--- config.mk ---
export PLATFORM = sky130hd
export DESIGN_NAME = pwm_fade_sequencer
export DESIGN_NICKNAME = d
export VERILOG_FILES = /design/src/rtl/pwm_fade_sequencer.sv
export SDC_FILE = /design/constraint.sdc
export NUM_CORES = 1
export LEC_CHECK = 0
export CAP_MARGIN = 10
export CORE_MARGIN = 5
export CORE_UTILIZATION = 60
export CTS_CLUSTER_SIZE = 10
export DETAILED_ROUTE_END_ITERATION = 10
export GPL_TIMING_DRIVEN = 0
export PLACE_DENSITY = 0.93
export SETUP_SLACK_MARGIN = 0.05
export SLEW_MARGIN = 20
export SYNTH_ARGS = -nofsm -noshare
export SYNTH_HDL_FRONTEND = slang
export SYNTH_SLANG_ARGS = --single-unit
--- constraint.sdc ---
create_clock -name clk -period 8.6 [get_ports clk]
set_input_delay 2.58 -clock clk [delete_from_list [all_inputs] [get_ports clk]]
set_output_delay 2.58 -clock clk [all_outputs]
set_load 0.005 [all_outputs]
--- src/rtl/pwm_fade_sequencer.sv ---
// Brightness fade sequencer: ramps the PWM compare value toward a per-level target, updating only on period boundaries.
// Optional breathe mode is compiled in when PWM_FADE_BREATHE_EN is defined.
`timescale 1ns/1ps
module pwm_fade_sequencer #(
  parameter int PERIOD_TICKS = 50000,
  parameter int DUTY_W       = 16,
  parameter int STEP         = 500
) (
  input  logic              clk,
  input  logic              rst,
  input  logic              up_pulse,
  input  logic              down_pulse,
  input  logic              mode_toggle,
  input  logic              period_end,
  output logic [3:0]        level,
  output logic [DUTY_W-1:0] duty,
  output logic              duty_load,
  output logic              busy
);

  typedef enum logic [2:0] {
    IDLE,
    RAMP_UP,
    RAMP_DOWN
`ifdef PWM_FADE_BREATHE_EN
    ,
    BREATHE_UP,
    BREATHE_DOWN
`endif
  } state_t;

  // Wide intermediate so PERIOD_TICKS*(k+1) cannot overflow before the divide.
  function automatic logic [DUTY_W-1:0] calc_target(input int unsigned k);
    logic [63:0] prod;
    prod = 64'(PERIOD_TICKS) * 64'(k + 1);
    return DUTY_W'(prod / 64'd10);
  endfunction

  localparam logic [DUTY_W-1:0] DUTY_RST = calc_target(4);
  localparam logic [DUTY_W:0]   STEP_X   = (DUTY_W+1)'(STEP);

  // One step toward tgt, clamped so it never overshoots, wraps or underflows.
  function automatic logic [DUTY_W-1:0] step_toward(input logic [DUTY_W-1:0] cur,
                                                    input logic [DUTY_W-1:0] tgt);
    logic [DUTY_W:0] up_sum;
    logic [DUTY_W:0] gap;
    up_sum = {1'b0, cur} + STEP_X;
    gap    = (cur > tgt) ? {1'b0, cur - tgt} : '0;
    if (cur < tgt)
      return (up_sum >= {1'b0, tgt}) ? tgt : up_sum[DUTY_W-1:0];
    else if (gap > STEP_X)
      return cur - STEP_X[DUTY_W-1:0];
    else
      return tgt;
  endfunction

  function automatic logic [3:0] next_level(input logic [3:0] cur,
                                            input logic up,
                                            input logic dn);
    if (up && !dn && cur < 4'd8) return cur + 4'd1;
    if (dn && !up && cur != 4'd0) return cur - 4'd1;
    return cur;
  endfunction

  logic [DUTY_W-1:0] target_tbl [0:8];
  for (genvar k = 0; k < 9; k++) begin : g_tgt
    assign target_tbl[k] = calc_target(k);
  end

  state_t            state, state_nx;
  logic [DUTY_W-1:0] tgt_sel, stepped, duty_nx;
  logic [3:0]        level_nx;
  logic              load_nx, in_breathe;

`ifndef PWM_FADE_BREATHE_EN
  logic unused_mode_toggle;
  assign unused_mode_toggle = mode_toggle;
`endif

  // State register: every output is registered here.
  always_ff @(posedge clk or posedge rst) begin
    if (rst) begin
      state     <= IDLE;
      level     <= 4'd4;
      duty      <= DUTY_RST;
      duty_load <= 1'b0;
      busy      <= 1'b0;
    end else begin
      state     <= state_nx;
      level     <= level_nx;
      duty      <= duty_nx;
      duty_load <= load_nx;
      busy      <= (state_nx != IDLE);
    end
  end

  // Next-state logic: direction choice and completion are decided on the same edge as the step.
  always_comb begin
    state_nx = state;
    case (state)
`ifdef PWM_FADE_BREATHE_EN
      BREATHE_UP: begin
        if (period_end && stepped == tgt_sel) state_nx = BREATHE_DOWN;
        if (mode_toggle) state_nx = IDLE;
      end
      BREATHE_DOWN: begin
        if (period_end && stepped == tgt_sel) state_nx = BREATHE_UP;
        if (mode_toggle) state_nx = IDLE;
      end
`endif
      default: begin
        if (period_end) begin
          if (stepped == tgt_sel)   state_nx = IDLE;
          else if (duty < tgt_sel)  state_nx = RAMP_UP;
          else                      state_nx = RAMP_DOWN;
        end
`ifdef PWM_FADE_BREATHE_EN
        if (mode_toggle) state_nx = BREATHE_UP;
`endif
      end
    endcase
  end

  // Output logic: the step always follows the state held before the edge.
  always_comb begin
    tgt_sel    = target_tbl[level];
    in_breathe = 1'b0;
`ifdef PWM_FADE_BREATHE_EN
    case (state)
      BREATHE_UP:   begin tgt_sel = target_tbl[8]; in_breathe = 1'b1; end
      BREATHE_DOWN: begin tgt_sel = target_tbl[0]; in_breathe = 1'b1; end
      default:      ;
    endcase
`endif
    stepped  = step_toward(duty, tgt_sel);
    duty_nx  = period_end ? stepped : duty;
    load_nx  = period_end && (stepped != duty);
    level_nx = in_breathe ? level : next_level(level, up_pulse, down_pulse);
  end

endmodule

==> impl_metrics.json, run 1 <==
{
  "r2r_slack_ns": 3.01,
  "nFillCells": 494,
  "grt_max_degree": 26,
  "rsz0062_at_grt": "no",
  "grt-ovfl-total": 0,
  "wire_per_inst_um": 20.0,
  "startpoint_type": "flip-flop",
  "yosysUniqueCellTypes": 88,
  "cts_hold_buffers": 0,
  "hold_viol_final": 0,
  "worst_slew_pin_slew_ns": 1.01,
  "initial_core_util_pct": 62.0,
  "fin_area_sq_um": 4090,
  "synthCells": 458,
  "wl_um": 11300,
  "grt_util_all_layers_pct": 29.4,
  "dpl.cell_count": 559,
  "async_flop_share_pct": 100,
  "num_io_pins": 28,
  "die_x_um": 88.4,
  "cts_tree": "done",
  "max_slew_margin_pct": 32.7,
  "viasPerCell": 6.98,
  "cts_buffer_depth": 2,
  "post_cts_buffers": 0,
  "syn-num-nets": 498,
  "portBuffers": 26,
  "max_freq_mhz": 179,
  "hpwl_um": 8700,
  "die_h_um": 88.4,
  "seq_area_frac_synth_pct": 17.2,
  "hold_depth": 1,
  "required_ns": 8.76,
  "final_core_util_pct": 68.7,
  "areaGrowthSynthToFinish_pct": 10.8,
  "drt_first_pass_iters": 5,
  "layout.nets": 529,
  "outcome": "completed",
  "synth_edf_count": 0,
  "antenna_found_initial": 0,
  "min_to": "state[2]$_DFF_PP0_",
  "tns_ns": 0,
  "setup_viol": 0,
  "multi_input_area_sq_um": 2800,
  "arrival_ns": 5.75,
  "regArea_sq_um": 634,
  "holdCritPathClass": "flip-flop to flip-flop",
  "cts_root_buffer": "clkbuf_8",
  "clock_latency_ns": 0.28,
  "rows": 28,
  "final_antenna_net_count": 0,
  "gp_congestion": 1.07,
  "worstSetupEndpointType": "flip-flop",
  "drv_cap": 0,
  "fin_cells": 563,
  "grt_pass1_wl_um": 18100,
  "drive_gt1_share_pct": 10.9,
  "crit_type": "flip-flop to flip-flop",
  "core_sq_um": 5960,
  "hp-start": "state[2]$_DFF_PP0_",
  "skew_ns": 0.00212,
  "final.min_clock_period_ns": 5.59,
  "die-area_sq_um": 7820,
  "numCtsBuffers": 3,
  "reg2reg_depth": 16,
  "drc": 0,
  "n_antenna_cell": 0,
  "via_count": 3928,
  "synth_ff_type": "dfrtp_1",
  "cts_resized": 0,
  "synth_seq_cells": 25,
  "cts_sinks": 25,
  "worstReg2RegEnd": "busy$_DFF_PP0_",
  "clkTransAtPathRegs_ns": 0.10,
  "netlist_area_sq_um": 3690,
  "cts_htree_levels": 1,
  "critPathMaxFanout": 10,
  "reg2reg_from": "level[1]$_DFFE_PP0P_",
  "finalCritPeriodShare_pct": 65.0,
  "first_global_vias": 3714,
  "slew_viol_final": 0,
  "place_area_sq_um": 4050,
  "drtIter0Drc": 308,
  "syn_area_per_cell_sq_um": 8.06,
  "yosysWarnings": 0
}
==> cell usage after synthesis (4+ instances only) <==
master | instances | share of area (%)
o21ai_0 | 23 | 3.1
nor2_1 | 39 | 4.0
o311ai_0 | 4 | 0.95
dfrtp_1 | 18 | 12
o31ai_1 | 5 | 1.0
o221ai_1 | 4 | 0.95
inv_1 | 19 | 1.9
xnor2_1 | 22 | 5.2
and2_1 | 7 | 1.2
o2bb2ai_1 | 4 | 0.95
a211o_1 | 4 | 0.95
a21oi_1 | 31 | 4.2
nor3_1 | 12 | 1.6
o211ai_1 | 4 | 0.81
xor2_1 | 14 | 3.3
nand3b_1 | 5 | 1.0
a211oi_1 | 6 | 1.2
ha_1 | 33 | 11
nand3_1 | 10 | 1.4
buf_6 | 7 | 2.1
nand2b_1 | 4 | 0.68
buf_2 | 6 | 0.81
or3_1 | 6 | 1.0
clkbuf_1 | 10 | 1.0
nor2b_1 | 8 | 1.4
nand2_1 | 29 | 2.9
a22oi_1 | 5 | 1.0
nand4_1 | 9 | 1.5
dfstp_2 | 7 | 5.0
a21o_1 | 10 | 2.0
o21a_1 | 11 | 2.2
==> cell families after synthesis <==
family	Yosys count	synth area share (%)
and+or+nand+nor	159	23.3
muxes	3	0.881
buffers and inverters	46	6.85
adders and majority gates	34	11.7
xor gates and xnor gates	36	8.54
DFF	25	17.2
AOI/OAI and AO/OA	155	31.5
==> layer usage <==
metal | track usage (%) | part of all wire, %
met3 | 3.82 | 7.3
met5 | 0 | 0
met2 | 49.4 | 47
met4 | 14.8 | 5.1
met1 | 36.9 | 40
==> area by class of cell <==
| class | count | share of cell area, % |
|---|---|---|
| repair buffers | 26 | 6.36 |
| clock buffers | 3 | 1.01 |
| clock inverters | 1 | 0.122 |
| multi-input cells | 387 | 68.5 |
| plain buffers | 27 | 4.43 |
| flip-flops and latches | 25 | 15.5 |
| well taps | 75 | 2.29 |
| inverters | 19 | 1.74 |
==> placed cells by master, fill, tap and decap left out, types with 9 or more instances in the layout <==
| master | synthesis | final |
|---|---|---|
| xnor2_1 | 22 | 22 |
| dfrtp_1 | 18 | 18 |
| clkdlybuf4s50_1 | 0 | 26 |
| clkbuf_1 | 10 | 10 |
| a21oi_1 | 31 | 31 |
| nand2_1 | 29 | 29 |
| inv_1 | 19 | 19 |
| nand3_1 | 10 | 10 |
| nor2_1 | 39 | 39 |
| o21ai_0 | 23 | 23 |
| nand4_1 | 9 | 9 |
| o21a_1 | 11 | 11 |
| a21o_1 | 10 | 10 |
| nor3_1 | 12 | 12 |
| xor2_1 | 14 | 14 |
| ha_1 | 33 | 33 |
==> state kept, by name, summed over array words and instances (netlist names) <==
signal and count:
duty_load 1, state 3, level 4, busy 1
duty 16
==> per-stage QoR <==
step / hold WS [ns] / setup WS, ns
2_1_floorplan: 0.455 / 4.15
3_3_place_gp: 0.484 / 3.42
3_5_place_dp: 0.488 / 3.23
4_1_cts: 0.509 / 3.18
5_1_grt: 0.574 / 2.68
6_report: 0.518 / 3.01
==> critical path: stages, from the launching register on <==
cell and delay (ns):
dfrtp_1 0.57, ha_1 0.29, or2b_1 0.24, a21oi_1 0.38, inv_1 0.21, ha_1 0.40, nand3b_1 0.15, a211oi_1 0.52
nor3_1 0.16, a21oi_1 0.65, nor2_2 0.24, nor3_2 0.27, buf_2 0.30, o311ai_0 0.21, nor4_1 0.38, o211ai_1 0.28
o2bb2ai_1 0.21
==> worst max path at each step <==
stage,startpoint,endpoint,slack [ns],depth (start not counted)
6_report,level[1]$_DFFE_PP0P_,busy$_DFF_PP0_,3.01,16
5_1_grt,level[1]$_DFFE_PP0P_,busy$_DFF_PP0_,2.68,16
3_3_place_gp,level[1]$_DFFE_PP0P_,state[0]$_DFF_PP0_,3.42,16
2_1_floorplan,level[0]$_DFFE_PP0P_,duty_load$_DFF_PP0_,4.15,18
4_1_cts,level[1]$_DFFE_PP0P_,state[0]$_DFF_PP0_,3.18,16
3_5_place_dp,level[1]$_DFFE_PP0P_,state[0]$_DFF_PP0_,3.23,16
Power of run 1 is left out: the tool's default activity adds up to more than one toggle a clock period on the data nets, which glitch-free logic cannot reach.
==> inputs of run 2 (changes only) <==
--- a/config.mk
+++ b/config.mk
@@ -7,11 +7,11 @@
 export LEC_CHECK = 0
 export CAP_MARGIN = 10
 export CORE_MARGIN = 5
-export CORE_UTILIZATION = 60
+export CORE_UTILIZATION = 55
 export CTS_CLUSTER_SIZE = 10
 export DETAILED_ROUTE_END_ITERATION = 10
 export GPL_TIMING_DRIVEN = 0
-export PLACE_DENSITY = 0.93
+export PLACE_DENSITY = 0.9
 export SETUP_SLACK_MARGIN = 0.05
 export SLEW_MARGIN = 20
 export SYNTH_ARGS = -nofsm -noshare
==> constraint.sdc (replaced) <==
create_clock -name clk -period 4.9 [get_ports clk]
set_input_delay 1.47 -clock clk [delete_from_list [all_inputs] [get_ports clk]]
set_output_delay 1.47 -clock clk [all_outputs]
set_load 0.005 [all_outputs]
==> run 2 against run 1 <==
Sequential share of layout area is 0.82 points lower. Cell area is 6.2% higher. Hold slack better by 0.012 ns. Critical path depth up 2. Fmax is 18% higher. Core utilization shrank 1.1 points. Register-to-register slack worse by 2.9 ns.
==> impl_metrics.json, run 2 (synthesis results as in run 1) <==
{
  "cp_cell_sequence": "inv_1 > ha_1 > nor2b_2 > inv_2 > fa_1 > a21oi_2 > o21ai_1 > a2111o_1 > a22oi_2 > a31oi_4 > or2_1 > buf_6 > buf_6 > o21ai_0 > o311ai_1 > nor4_2 > o211ai_1 > o2bb2ai_1",
  "dpl.cell_count": 561,
  "final.min_clock_period_ns": 4.75,
  "die-area_sq_um": 8450,
  "portBuffers": 26,
  "arrival_ns": 4.91,
  "grt_util_all_layers_pct": 27.4,
  "worstReg2RegEnd": "state[0]$_DFF_PP0_",
  "required_ns": 5.06,
  "layout_commonest_cell": "nor2_1",
  "grt_pass1_wl_um": 18800,
  "max_stage_delay_ns": 0.48,
  "num_io_pins": 28,
  "hpwl_um": 9100,
  "reg2reg_depth": 18,
  "cts_sinks": 25,
  "cts_htree_levels": 1,
  "rsz0062_at_grt": "no",
  "final_cell_mix": "nor2_1, ha_1, nand2_1, clkdlybuf4s50_1, a21oi_1",
  "grt-ovfl-total": 0,
  "hold_depth": 1,
  "cts_root_buffer": "clkbuf_8",
  "final_antenna_net_count": 0,
  "worst_slew_pin_slew_ns": 0.914,
  "viasPerCell": 6.98,
  "holdCritPathClass": "flip-flop to flip-flop",
  "n_antenna_cell": 0,
  "setup_viol": 0,
  "wire_per_inst_um": 21.0,
  "finalHoldWorstSlack_ns": 0.530,
  "worstSetupEndpointType": "flip-flop",
  "drt_first_pass_iters": 5,
  "crit_path_frequent_cell": "buf_6",
  "largest_reg_flops": 16,
  "drive_gt1_share_pct": 18.8,
  "min_to": "state[2]$_DFF_PP0_",
  "fin_cells": 573,
  "numCtsBuffers": 3,
  "first_global_vias": 3797,
  "cts_buffer_depth": 2,
  "drv_cap": 0,
  "skew_ns": 0.00344,
  "layout.nets": 537,
  "rows": 29,
  "gp_congestion": 0.960,
  "drtIter0Drc": 292,
  "r2r_slack_ns": 0.15,
  "outcome": "completed",
  "clock_latency_ns": 0.27,
  "critPathSlowestCell": "fa_1",
  "crit_type": "flip-flop to flip-flop",
  "drc": 0,
  "core_sq_um": 6420,
  "critPathMaxFanout": 10,
  "largestRegisters": "duty (16), level (4), state (3)",
  "clkTransAtPathRegs_ns": 0.10,
  "die_x_um": 91.9,
  "via_count": 4002,
  "cts_tree": "done",
  "hp-start": "state[2]$_DFF_PP0_",
  "max_freq_mhz": 211,
  "slew_viol_final": 0,
  "grt_max_degree": 26,
  "max_slew_margin_pct": 38.7,
  "critPathLaunch": "level[0]$_DFFE_PP0P_",
  "initial_core_util_pct": 57.5,
  "antenna_found_initial": 0,
  "hold_viol_final": 0,
  "reg2reg_from": "level[0]$_DFFE_PP0P_",
  "finalCritPeriodShare_pct": 97.0,
  "areaGrowthSynthToFinish_pct": 17.7,
  "startpoint_type": "flip-flop",
  "die_h_um": 91.9,
  "tns_ns": 0,
  "wl_um": 12000,
  "largest-register": "duty"
}
==> run 2: cell types whose count changed in the layout (fill, tap and decap cells not counted), sizes merged <==
cell    previous run  this run
inv               19        18
buf               17        25
clkinv             1         2
==> run 2: worst max-delay path by stage <==
stage	end	slack, ns
6_report	state[0]$_DFF_PP0_	0.15
5_1_grt	state[1]$_DFF_PP0_	0.04
4_1_cts	duty_load$_DFF_PP0_	0.06
3_5_place_dp	state[0]$_DFF_PP0_	-0.50
3_3_place_gp	busy$_DFF_PP0_	-0.43
2_1_floorplan	duty_load$_DFF_PP0_	0.45
==> run 2: stage by stage <==
step | setup slack, ns | area [sq um] | utilization [%]
finish | 0.149 | 4340 | 67.6
global route | 0.0385 | 4340 | 67.6
CTS | 0.0604 | 4180 | 65.1
detailed placement | -0.496 | 4050 | 63.0
global placement | -0.432 | 4050 | 63.0
floorplan | 0.447 | 3690 | -
==> run 2: critical path: cells and delay by family (launching register included) <==
family | cells | cell delay (ns)
AO/OA/AOI/OAI | 9 | 1.91
buffers and inverters | 4 | 0.56
AND/OR/NAND/NOR | 3 | 0.85
flip-flops | 1 | 0.46
adder cells (fa/ha/maj) | 2 | 0.85
==> run 2: layout make-up <==
class / count / area (sq um)
plain buffers: 26 / 184
clock buffers: 3 / 41.3
clock inverters: 1 / 5.00
fillers: 535 / 2080
inverters: 19 / 71.3
multi-input cells: 387 / 2980
flip-flops and latches: 25 / 638
well taps: 77 / 96.3
repair buffers: 35 / 328
==> run 2: layer usage <==
metal | GRT usage, % | share of wire (%) | vias up
met1 | 33.8 | 41 | 1929
met2 | 47.6 | 48 | 216
met5 | 0 | 0 | -
li1 | - | - | 1808
met4 | 13.0 | 4.7 | 0
met3 | 3.03 | 6.0 | 49
==> run 2: what timing repair did <==
| action | 4_1_cts | 5_1_grt |
|---|---|---|
| buffers inserted | 2 | 7 |
| hold buffers | 0 | 0 |
| resized for setup | 19 | 29 |
| pin swaps | 3 | 6 |
| endpoints found under the setup margin | 6 | 4 |
Power of run 2 is left out for the same reason.
==> inputs of run 3 (changes only) <==
--- a/config.mk
+++ b/config.mk
@@ -11,7 +11,8 @@
 export CTS_CLUSTER_SIZE = 10
 export DETAILED_ROUTE_END_ITERATION = 10
 export GPL_TIMING_DRIVEN = 0
-export PLACE_DENSITY = 0.9
+export HOLD_SLACK_MARGIN = 0.06
+export PLACE_DENSITY = 0.79
 export SETUP_SLACK_MARGIN = 0.05
 export SLEW_MARGIN = 20
 export SYNTH_ARGS = -nofsm -noshare
==> run 3 against run 2 <==
Core utilization fell by 0.27 points. Setup slack better by 0.081 ns. Critical path depth is the same. Non-clock buffer count fell by 1. Die area is the same. Global-route usage grew 0.36 points. Fmax is 1.7% higher. Wire length decreased by 0.66%. Count of clock-buffer cells in the layout is 1 higher.
==> impl_metrics.json, run 3 (synthesis results as in run 1) <==
{
  "largest_reg_flops": 16,
  "wl_um": 11900,
  "initial_core_util_pct": 57.5,
  "max_slew_margin_pct": 35.5,
  "layout.nets": 536,
  "drive_gt1_share_pct": 17.8,
  "die_h_um": 91.9,
  "worst_slew_pin_slew_ns": 0.962,
  "die-area_sq_um": 8450,
  "final_cell_mix": "nor2_1, ha_1, nand2_1, clkdlybuf4s50_1, a21oi_1",
  "critPathLaunch": "level[0]$_DFFE_PP0P_",
  "viasPerCell": 6.69,
  "skew_ns": 0.00571,
  "wire_per_inst_um": 20.9,
  "first_global_vias": 3607,
  "cts_buffer_depth": 2,
  "critPathCapture": "state[0]$_DFF_PP0_",
  "dpl.cell_count": 561,
  "worstReg2RegEnd": "state[0]$_DFF_PP0_",
  "layout_commonest_cell": "nor2_1",
  "fin_area_sq_um": 4330,
  "max_freq_mhz": 214,
  "multi_input_area_sq_um": 2960,
  "areaGrowthSynthToFinish_pct": 17.2,
  "n_antenna_cell": 0,
  "portBuffers": 26,
  "crit_type": "flip-flop to flip-flop",
  "drv_cap": 0,
  "hp-start": "state[2]$_DFF_PP0_",
  "clkTransAtPathRegs_ns": 0.10,
  "outcome": "completed",
  "clock_latency_ns": 0.28,
  "grt_max_degree": 26,
  "cts_root_buffer": "clkbuf_8",
  "tns_ns": 0,
  "rows": 29,
  "place_area_sq_um": 4050,
  "antenna_found_initial": 0,
  "largestRegisters": "duty (16), level (4), state (3)",
  "critPathMaxFanout": 8,
  "die_x_um": 91.9,
  "startpoint_type": "flip-flop",
  "regArea_sq_um": 638,
  "worstSetupEndpointType": "flip-flop",
  "grt-ovfl-total": 0,
  "cts_sinks": 25,
  "grt_pass1_wl_um": 18900,
  "nFillCells": 555,
  "reg2reg_from": "level[0]$_DFFE_PP0P_",
  "drtIter0Drc": 308,
  "hpwl_um": 9170,
  "drc": 0,
  "grt_util_all_layers_pct": 27.7,
  "drt_first_pass_iters": 5,
  "reg2reg_depth": 18,
  "holdCritPathClass": "flip-flop to flip-flop",
  "setup_viol": 0,
  "numCtsBuffers": 3,
  "rsz0062_at_grt": "no",
  "cts_tree": "done",
  "r2r_slack_ns": 0.23,
  "final_antenna_net_count": 0,
  "gp_congestion": 0.980,
  "num_io_pins": 28,
  "cts_htree_levels": 1,
  "fin_cells": 572,
  "via_count": 3828,
  "finalHoldWorstSlack_ns": 0.501,
  "arrival_ns": 4.83,
  "final.min_clock_period_ns": 4.67,
  "hold_viol_final": 0,
  "core_sq_um": 6420,
  "largest-register": "duty",
  "required_ns": 5.06,
  "finalCritPeriodShare_pct": 95.3,
  "slew_viol_final": 0
}
## run 3: layout make-up
class	instances	area share, %
Inverter	19	1.71
Clock buffer	4	1.04
Tap cell	77	2.23
Sequential cell	25	14.7
Buffer	26	4.25
Timing Repair Buffer	34	7.69
Multi-Input combinational cell	387	68.3
## run 3: how the worst min path moves through the flow
stage	endpoint	slack, ns	depth (start not counted)
after floorplan	state[2]$_DFF_PP0_	0.45	1
after global placement	state[2]$_DFF_PP0_	0.48	1
after detailed placement	state[2]$_DFF_PP0_	0.48	1
after CTS	state[2]$_DFF_PP0_	0.50	1
after global routing	state[2]$_DFF_PP0_	0.55	1
final	state[2]$_DFF_PP0_	0.50	1
## run 3: critical path: stages (launching register included)
cell       delay (ns)
dfrtp_2          0.46
inv_1            0.12
ha_1             0.37
nor2_1           0.07
a21oi_1          0.28
nor2_4           0.11
ha_1             0.44
nand4_1          0.12
or4_1            0.50
o22ai_1          0.14
a21o_1           0.19
a21oi_2          0.13
or2_1            0.26
buf_6            0.14
a21o_2           0.21
a22o_1           0.23
nor4_1           0.29
o211ai_1         0.25
o2bb2ai_1        0.21
## run 3: stage by stage
step           utilization, %  setup WS (ns)
6_report                 67.4          0.230
5_1_grt                  67.4         0.0570
4_1_cts                  65.0         0.0888
3_5_place_dp             63.0         -0.479
3_3_place_gp             63.0         -0.501
2_1_floorplan               -          0.447
## run 3: repair_timing
| action | in CTS | in global routing |
|---|---|---|
| cloned | 0 | 0 |
| hold buffers | 0 | 0 |
| gates resized for setup | 20 | 24 |
| endpoints found under the setup margin | 6 | 4 |
| setup buffers | 1 | 7 |
| pin swaps | 0 | 10 |
## run 3: routing by layer
metal | global-route usage [%] | share of wire (%)
met5 | 0 | 0
met4 | 8.42 | 2.7
met3 | 4.42 | 7.7
met2 | 43.0 | 44
met1 | 39.6 | 46
Power of run 3 is left out for the same reason.
